===== config.mk =====
export PLATFORM = sky130hd
export DESIGN_NAME = csel_addsub_pipe
export DESIGN_NICKNAME = d
export VERILOG_FILES = /design/src/rtl/csel_pkg.sv /design/src/rtl/csel_block.sv /design/src/rtl/csel_addsub_pipe.sv
export SDC_FILE = /design/constraint.sdc
export NUM_CORES = 1
export LEC_CHECK = 0
export ABC_AREA = 1
export CORE_MARGIN = 2
export CORE_UTILIZATION = 41
export DETAILED_ROUTE_END_ITERATION = 8
export DONT_BUFFER_PORTS = 1
export PLACE_DENSITY = 0.65
export SLEW_MARGIN = 10
export SYNTH_ARGS = -nofsm -noshare
export SYNTH_HDL_FRONTEND = slang
export SYNTH_HIERARCHICAL = 1
export SYNTH_SLANG_ARGS = --single-unit
export TNS_END_PERCENT = 50

===== constraint.sdc =====
create_clock -name clk -period 4.2 [get_ports clk]
set_input_delay 0.63 -clock clk [delete_from_list [all_inputs] [get_ports clk]]
set_output_delay 0.63 -clock clk [all_outputs]
set_load 0.05 [all_outputs]

===== src/rtl/csel_pkg.sv =====
// csel_pkg: shared definitions for the pipelined carry-select adder/subtractor.
//   csel_stages()     number of pipeline stages for a WIDTH/BLK/BPS choice
//   CSEL_BLK_DEFAULT  default bits per carry-select block
//   csel_ctl_t        per-stage control register (valid + stage carry-out)
// The parameter-sized parts of a stage register (resolved sum bits, pending
// operand slices, carry into the top bit) are declared next to the stage in
// the top module because their widths depend on the stage index.
package csel_pkg;

  localparam int unsigned CSEL_BLK_DEFAULT = 4;

  typedef struct packed {
    logic valid;
    logic carry;
  } csel_ctl_t;

  function automatic int unsigned csel_stages(input int unsigned width,
                                              input int unsigned blk,
                                              input int unsigned bps);
    return width / (blk * bps);
  endfunction

endpackage


===== src/rtl/csel_block.sv =====
// csel_block: one combinational carry-select block.
//   a, b  BLK-bit operand slices
//   ci    incoming carry that selects between the two precomputed results
//   s     BLK-bit sum slice
//   co    carry out of the block
// Two ripple adders run in parallel, one assuming carry-in 0 and one
// assuming carry-in 1; the real carry only drives the final mux.
module csel_block
  import csel_pkg::*;
#(
  parameter int unsigned BLK = CSEL_BLK_DEFAULT
) (
  input  logic [BLK-1:0] a,
  input  logic [BLK-1:0] b,
  input  logic           ci,
  output logic [BLK-1:0] s,
  output logic           co
);

  logic [BLK-1:0] s0;
  logic [BLK-1:0] s1;
  logic [BLK:0]   c0;
  logic [BLK:0]   c1;

  always_comb begin
    s0    = '0;
    s1    = '0;
    c0    = '0;
    c1    = '0;
    c1[0] = 1'b1;
    for (int unsigned i = 0; i < BLK; i++) begin
      s0[i]   = a[i] ^ b[i] ^ c0[i];
      c0[i+1] = (a[i] & b[i]) | (a[i] & c0[i]) | (b[i] & c0[i]);
      s1[i]   = a[i] ^ b[i] ^ c1[i];
      c1[i+1] = (a[i] & b[i]) | (a[i] & c1[i]) | (b[i] & c1[i]);
    end
  end

  assign s  = ci ? s1 : s0;
  assign co = ci ? c1[BLK] : c0[BLK];

endmodule


===== src/rtl/csel_addsub_pipe.sv =====
// csel_addsub_pipe: pipelined carry-select adder/subtractor with valid/ready.
//   clk, rst             clock, synchronous active-high reset
//   in_valid, in_ready   operand handshake (beat taken when both high)
//   a, b, cin, sub       operands; sub=0: a+b+cin, sub=1: a-b (cin ignored)
//   out_valid, out_ready result handshake
//   sum                  WIDTH-bit result modulo 2^WIDTH
//   cout                 carry out of the MSB (inverted borrow when sub=1)
//   ovf                  two's-complement overflow
// Stage k resolves BPS blocks of BLK bits each; resolved bits accumulate in
// the stage registers while the unresolved operand slices ride along.
module csel_addsub_pipe
  import csel_pkg::*;
#(
  parameter int unsigned WIDTH = 32,
  parameter int unsigned BLK   = CSEL_BLK_DEFAULT,
  parameter int unsigned BPS   = 2
) (
  input  logic             clk,
  input  logic             rst,
  input  logic             in_valid,
  output logic             in_ready,
  input  logic [WIDTH-1:0] a,
  input  logic [WIDTH-1:0] b,
  input  logic             cin,
  input  logic             sub,
  output logic             out_valid,
  input  logic             out_ready,
  output logic [WIDTH-1:0] sum,
  output logic             cout,
  output logic             ovf
);

  localparam int unsigned SW = BLK * BPS;
  localparam int unsigned S  = csel_stages(WIDTH, BLK, BPS);

  if (SW == 0 || WIDTH == 0 || (WIDTH % SW) != 0) begin : g_bad_width
    $error("csel_addsub_pipe: WIDTH must be a nonzero multiple of BLK*BPS");
  end

  logic [WIDTH-1:0] b_eff;
  logic             cin_eff;
  logic [S-1:0]     vld;
  logic [S-1:0]     adv;

  assign b_eff   = sub ? ~b : b;
  assign cin_eff = sub | cin;

  // Ready chain walks from the output back to the input; a local running
  // term keeps the vector free of self-dependencies.
  always_comb begin
    logic run;
    adv = '0;
    run = out_ready;
    for (int unsigned i = 0; i < S; i++) begin
      run            = !vld[S-1-i] || run;
      adv[S-1-i]     = run;
    end
  end

  assign in_ready = adv[0] & ~rst;

  for (genvar k = 0; k < S; k++) begin : g_stage
    localparam int unsigned AW = WIDTH - k * SW;

    logic [AW-1:0]         ain;
    logic [AW-1:0]         bin;
    logic [SW-1:0]         sa;
    logic [SW-1:0]         sb;
    logic [SW-1:0]         ss;
    logic                  sc;
    logic                  sco;
    logic                  vin;
    logic [(k+1)*SW-1:0]   sum_d;
    logic [(k+1)*SW-1:0]   sum_q;
    csel_ctl_t             ctl_q;

    if (k == 0) begin : g_src
      assign ain   = a;
      assign bin   = b_eff;
      assign sc    = cin_eff;
      assign vin   = in_valid;
      assign sum_d = ss;
    end else begin : g_src
      assign ain   = g_stage[k-1].g_hold.a_q;
      assign bin   = g_stage[k-1].g_hold.b_q;
      assign sc    = g_stage[k-1].ctl_q.carry;
      assign vin   = g_stage[k-1].ctl_q.valid;
      assign sum_d = {ss, g_stage[k-1].sum_q};
    end

    assign sa = ain[SW-1:0];
    assign sb = bin[SW-1:0];

    for (genvar j = 0; j < BPS; j++) begin : g_blk
      logic bci;
      logic bco;
      if (j == 0) begin : g_ci
        assign bci = sc;
      end else begin : g_ci
        assign bci = g_blk[j-1].bco;
      end
      csel_block #(.BLK(BLK)) u_blk (
        .a  (sa[j*BLK +: BLK]),
        .b  (sb[j*BLK +: BLK]),
        .ci (bci),
        .s  (ss[j*BLK +: BLK]),
        .co (bco)
      );
    end

    assign sco    = g_blk[BPS-1].bco;
    assign vld[k] = ctl_q.valid;

    always_ff @(posedge clk) begin
      if (rst) begin
        ctl_q <= '0;
        sum_q <= '0;
      end else if (adv[k]) begin
        ctl_q.valid <= vin;
        ctl_q.carry <= sco;
        sum_q       <= sum_d;
      end
    end

    if (k < S - 1) begin : g_hold
      logic [AW-SW-1:0] a_q;
      logic [AW-SW-1:0] b_q;
      always_ff @(posedge clk) begin
        if (rst) begin
          a_q <= '0;
          b_q <= '0;
        end else if (adv[k]) begin
          a_q <= ain[AW-1:SW];
          b_q <= bin[AW-1:SW];
        end
      end
    end else begin : g_top
      // Carry into the MSB recovered from the MSB sum bit and operand bits.
      logic ctop_q;
      always_ff @(posedge clk) begin
        if (rst) begin
          ctop_q <= 1'b0;
        end else if (adv[k]) begin
          ctop_q <= ss[SW-1] ^ sa[SW-1] ^ sb[SW-1];
        end
      end
    end
  end

  assign out_valid = g_stage[S-1].ctl_q.valid;
  assign sum       = g_stage[S-1].sum_q;
  assign cout      = g_stage[S-1].ctl_q.carry;
  assign ovf       = g_stage[S-1].g_top.ctop_q ^ g_stage[S-1].ctl_q.carry;

endmodule


==> flow_summary.ini, run 1 <==
[floorplan]
core_area_mm2 = 0.0218
die-height_um = 153
die_area_mm2 = 0.0234
start_util = 0.418
die_w_um = 153
num_rows = 54
ios = 106

[layout]
diodes = 0
fin_util = 0.448
drive_gt1_frac = 0.0625
seqCellArea_mm2 = 0.00370
fill_cells = 2227
final_cell_mix = nor2_1 (291), nand2_1 (237), dfxtp_1 (184)
area_growth_pct = 7.30
finalNetCount = 1363
final_common_cell = nor2_1
multi_input_area_mm2 = 0.00459

[placed_design]
globalplace.congestion = 0.807
dpl.hpwl_um = 13500
dp_slack_ns = 1.39
port_buffers = 0

[critical_path]
cp_max_fo = 51
cp-startpoint = g_stage[3].vin
required_ns = 3.57
cp.arrival_ns = 2.49
worstSetupEndpointType = output pin
worstSetupPathType = reg -> out
r2r_start = g_stage[3].vin
start_kind = register

[job]
cap_violations = 0

[global_route]
overflow = 0
grt_pass1_vias = 6748
grt_max_degree = 88
antenna_found_initial = 0
grtUsageTotal = 0.170
grt_pass1_wl_um = 33000

[cts]
cts_max_path_buffers = 2
clockRootBuffer = clkbuf_16
numClockSinks = 185
h-tree-depth = 4
ctsResizeCount = 0
clkLatencyLatePin_ns = 0.42
cts_buffers = 17
post-cts-setup-buffers = 0
ctsHoldBuffers = 0
cts_tree = built
clk_pin_slew_ns = 0.07

[yosys]
synth_cells = 1298
syn_area_per_cell_um2 = 7.00
synth_seq_area_share = 0.408
yosysUniqueCellTypes = 26
synth-seq-cells = 185
syn-cell-area_mm2 = 0.00909
yosys_warnings = 6
syn-num-nets = 1408

[timing]
drv_slew = 0
max_freq_mhz = 320
rsz0062_at_grt = no
hold_slack_ns = 0.275
fin_crit_ns = 3.12
period_share = 0.743
fin_setup_tns_ns = 0
fin_worst_skew_ns = 0.00713
hold_viol_final = 0
worst_slack_ns = 1.08
final-setup-viol-count = 0
relSlewSlack = 0.291
max_slew.worst_pin.slew_ns = 1.06

[route]
wl_um = 19800
final_antenna_net_count = 0
via_count = 7445
detail_route.wl_per_cell_um = 12.8
viasPerCell = 4.82
drc_errors = 0
drtPass1Iterations = 5
initialDrtViolationCount = 496

[status]
status = finished clean

[power]
power_density_mw_per_mm2 = 418
ir_drop_mv = 0.238
p_leak_nw = 4.62
fin_total_pwr_mw = 4.08

[hold_path]
min-delay-start = rst
hp-class = in -> reg
## worst max-delay path, stage by stage (launching register included)
cell	delay, ns
dfxtp_1	0.85
nand3_4	0.64
nor2_4	0.31
nor2_1	0.06
buf_4	0.19
## Yosys cell counts (all sizes together)
library cell,n,area share
nand4,1,0.0014
dfxtp,185,0.41
inv,114,0.047
o21ai,90,0.050
or2,17,0.012
a21o,8,0.0066
clkbuf,39,0.016
xor2,32,0.031
xnor2,17,0.016
nand2,245,0.10
ha,40,0.055
buf,32,0.024
nor2,302,0.13
a21oi,44,0.024
nand3,132,0.075
## layer usage
metal  wire [um]  track usage  share of wire
met1       10000        0.246           0.51
met2        8420        0.248           0.43
met3         939       0.0371          0.047
met4         429       0.0622          0.022
met5           0            0              0
## final timing paths
path,end,slack (ns),cells past startpoint
setup / recovery,in_ready,1.08,4
hold / removal,g_stage[1].vin,0.27,1
setup reg to reg,g_stage[0].g_hold.b_q[21],1.42,6
hold reg to reg,g_stage[2].g_hold.b_q[4],0.46,2
## registers in the layout, summed over array words and instances (netlist names)
| signal | flops |
|---|---|
| g_stage.g_hold.b_q | 48 |
| g_stage.g_blk.bci | 3 |
| g_stage.g_top.ctop_q | 1 |
| sum | 32 |
| g_stage.g_hold.a_q | 48 |
| g_stage.sum_q | 48 |
| g_stage.vin | 3 |
| out_valid | 1 |
| cout | 1 |
## cell families (layout without fill, tap and decap cells)
logic type,after synthesis,in the layout,synth area share
flops,185,185,0.408
compound gates,142,142,0.0804
buf+inv,185,152,0.0873
fa+ha+maj,40,40,0.0551
xor+xnor,49,49,0.0472
simple gates,697,697,0.322
## report_power, final
part           internal, mW  switching [mW]
Combinational         0.178           0.247
Clock                 0.942           0.699
Sequential             1.87           0.138
## layout make-up
class,instances,share of cell area
tap,280,0.0359
clock inverter,13,0.0173
clock buffer,18,0.0440
multi-input combinational,928,0.471
sequential,185,0.380
timing repair buffer,7,0.00796
inverter,114,0.0440
## per-stage QoR
stage,instance area [um2],cells
after floorplan,9090,1298
after global placement,9150,1514
after detailed placement,9150,1514
after CTS,9750,1545
after global routing,9750,1545
final,9750,1545
Power figures use the tool's default switching activity.
==> run 2: changes to the inputs <==
Settings changed: PLACE_DENSITY 0.65 to 0.67.
Clock period 4.2 ns to 2.8 ns, I/O delays scaled along.
==> flow_summary.ini, run 2 (synthesis gave the netlist of run 1 again) <==
[layout]
drive_gt1_frac = 0.0675
final_cell_mix = nor2_1 (291), nand2_1 (237), dfxtp_1 (184)
final_common_cell = nor2_1
area_growth_pct = 7.41
multi_input_area_mm2 = 0.00459
diodes = 0
fin_util = 0.449
finalNetCount = 1371
seqCellArea_mm2 = 0.00370
fill_cells = 2242
top_regs = g_stage.g_hold.a_q x48, g_stage.g_hold.b_q x48, g_stage.sum_q x48

[cts]
clk_pin_slew_ns = 0.07
ctsHoldBuffers = 0
cts_buffers = 17
cts_tree = built
clkLatencyLatePin_ns = 0.43
clockRootBuffer = clkbuf_16
cts_max_path_buffers = 2
numClockSinks = 185
ctsResizeCount = 0
post-cts-setup-buffers = 0
h-tree-depth = 4

[timing]
fin_worst_skew_ns = 0.0105
final-setup-viol-count = 0
period_share = 0.791
max_slew.worst_pin.slew_ns = 1.01
rsz0062_at_grt = no
fin_crit_ns = 2.21
fin_setup_tns_ns = 0
drv_slew = 0
hold_viol_final = 0
relSlewSlack = 0.328
max_freq_mhz = 452

[floorplan]
die_area_mm2 = 0.0234
start_util = 0.418
ios = 106
core_area_mm2 = 0.0218
num_rows = 54
die_w_um = 153
die-height_um = 153

[route]
drtPass1Iterations = 5
wl_um = 19700
detail_route.wl_per_cell_um = 12.6
via_count = 7443
initialDrtViolationCount = 394
viasPerCell = 4.79
final_antenna_net_count = 0
drc_errors = 0

[critical_path]
worstSetupEndpointType = output pin
worstSetupPathType = reg -> out
required_ns = 2.38
reg2reg_slack_ns = 0.71
worstPathCellList = buf_4 > nand3_4 > nor2_4 > nor2_1 > buf_4
slowest_stage = dfxtp_1
rr_worst_depth = 19
cp.arrival_ns = 1.79
r2r_start = g_stage[2].g_hold.a_q[0]
worst-path-buf-inv = 2
cp_max_fo = 20
start_kind = register
critPathMaxStageDelay_ns = 0.39
reg2reg_to = g_stage[3].g_top.ctop_q
critPathTopFamily = buffers and inverters
crit_top_cell = buf_4

[global_route]
grtUsageTotal = 0.172
grt_pass1_wl_um = 33400
overflow = 0
antenna_found_initial = 0
grt_max_degree = 73
grt_pass1_vias = 6793

[power]
p_leak_nw = 4.65
power_density_mw_per_mm2 = 608
ir_drop_mv = 0.421

[job]
cap_violations = 0

[status]
status = finished clean

[hold_path]
hp-class = in -> reg
min-delay-start = rst
min_to = g_stage[1].vin
min_path_cells = 1

[placed_design]
dpl.hpwl_um = 13800
port_buffers = 0
globalplace.congestion = 0.862
==> run 2: cell count changes in the layout (fill, tap and decap cells not counted), sizes merged <==
cell and delta:
buf +8, clkinv +5, clkbuf +4, inv -4
bufinv -2, clkinvlp -2
==> run 2: cell type report <==
| type | count | area share |
|---|---|---|
| tap | 280 | 0.0359 |
| timing repair buffer | 15 | 0.0128 |
| inverter | 114 | 0.0440 |
| sequential | 185 | 0.380 |
| clock inverter | 10 | 0.00987 |
| multi-input combinational | 928 | 0.470 |
| clock buffer | 22 | 0.0476 |
==> run 2: per-layer routing <==
layer,up-vias,GRT usage,wire (um)
met2,131,0.278,8960
met3,19,0.0326,857
met1,3306,0.229,9530
met4,0,0.0622,303
li1,3987,-,-
met5,-,0,0
==> run 2: through the flow <==
| step | instances | hold WS [ns] | cell area (um2) | power, mW | worst slack (ns) |
|---|---|---|---|---|---|
| 2_1_floorplan | 1298 | 0.446 | 9090 | 3.58 | 0.478 |
| 3_3_place_gp | 1522 | 0.448 | 9200 | 3.69 | 0.764 |
| 3_5_place_dp | 1522 | 0.453 | 9200 | 3.71 | 0.711 |
| 4_1_cts | 1554 | 0.0399 | 9760 | 5.98 | 0.560 |
| 5_1_grt | 1554 | 0.0413 | 9760 | 6.21 | 0.388 |
| 6_report | 1554 | 0.0579 | 9760 | 5.93 | 0.587 |
==> run 2: worst reg2reg max path, cell delays in order, from the launching register on <==
cell	delay, ns
dfxtp_1	0.35
inv_1	0.05
ha_1	0.20
inv_1	0.07
nand2_1	0.05
nand3_1	0.10
nand2_1	0.06
nand2_1	0.10
nand3_1	0.08
nand2_1	0.18
inv_2	0.07
nor2_2	0.08
nand2_1	0.09
nand3_1	0.08
nand2_1	0.07
a21oi_1	0.16
nand2_1	0.07
nand3_1	0.08
nand2_1	0.05
inv_1	0.06
==> run 2: power breakdown <==
group | switching, mW | leakage (nW) | total [mW] | internal, mW
Clock | 1.01 | 0.274 | 2.28 | 1.27
Combinational | 0.367 | 2.85 | 0.637 | 0.270
Sequential | 0.198 | 1.52 | 3.01 | 2.81
==> run 2: worst max-delay path by stage <==
stage | start | endpoint | slack (ns) | cells after the start
finish | g_stage[3].vin | in_ready | 0.59 | 5
global route | g_stage[2].g_hold.a_q[0] | g_stage[3].g_top.ctop_q | 0.39 | 19
CTS | g_stage[3].vin | in_ready | 0.56 | 5
detailed placement | sub | g_stage[1].g_blk[0].bci | 0.71 | 17
global placement | sub | g_stage[0].sum_q[7] | 0.76 | 17
floorplan | sub | g_stage[0].sum_q[7] | 0.48 | 19
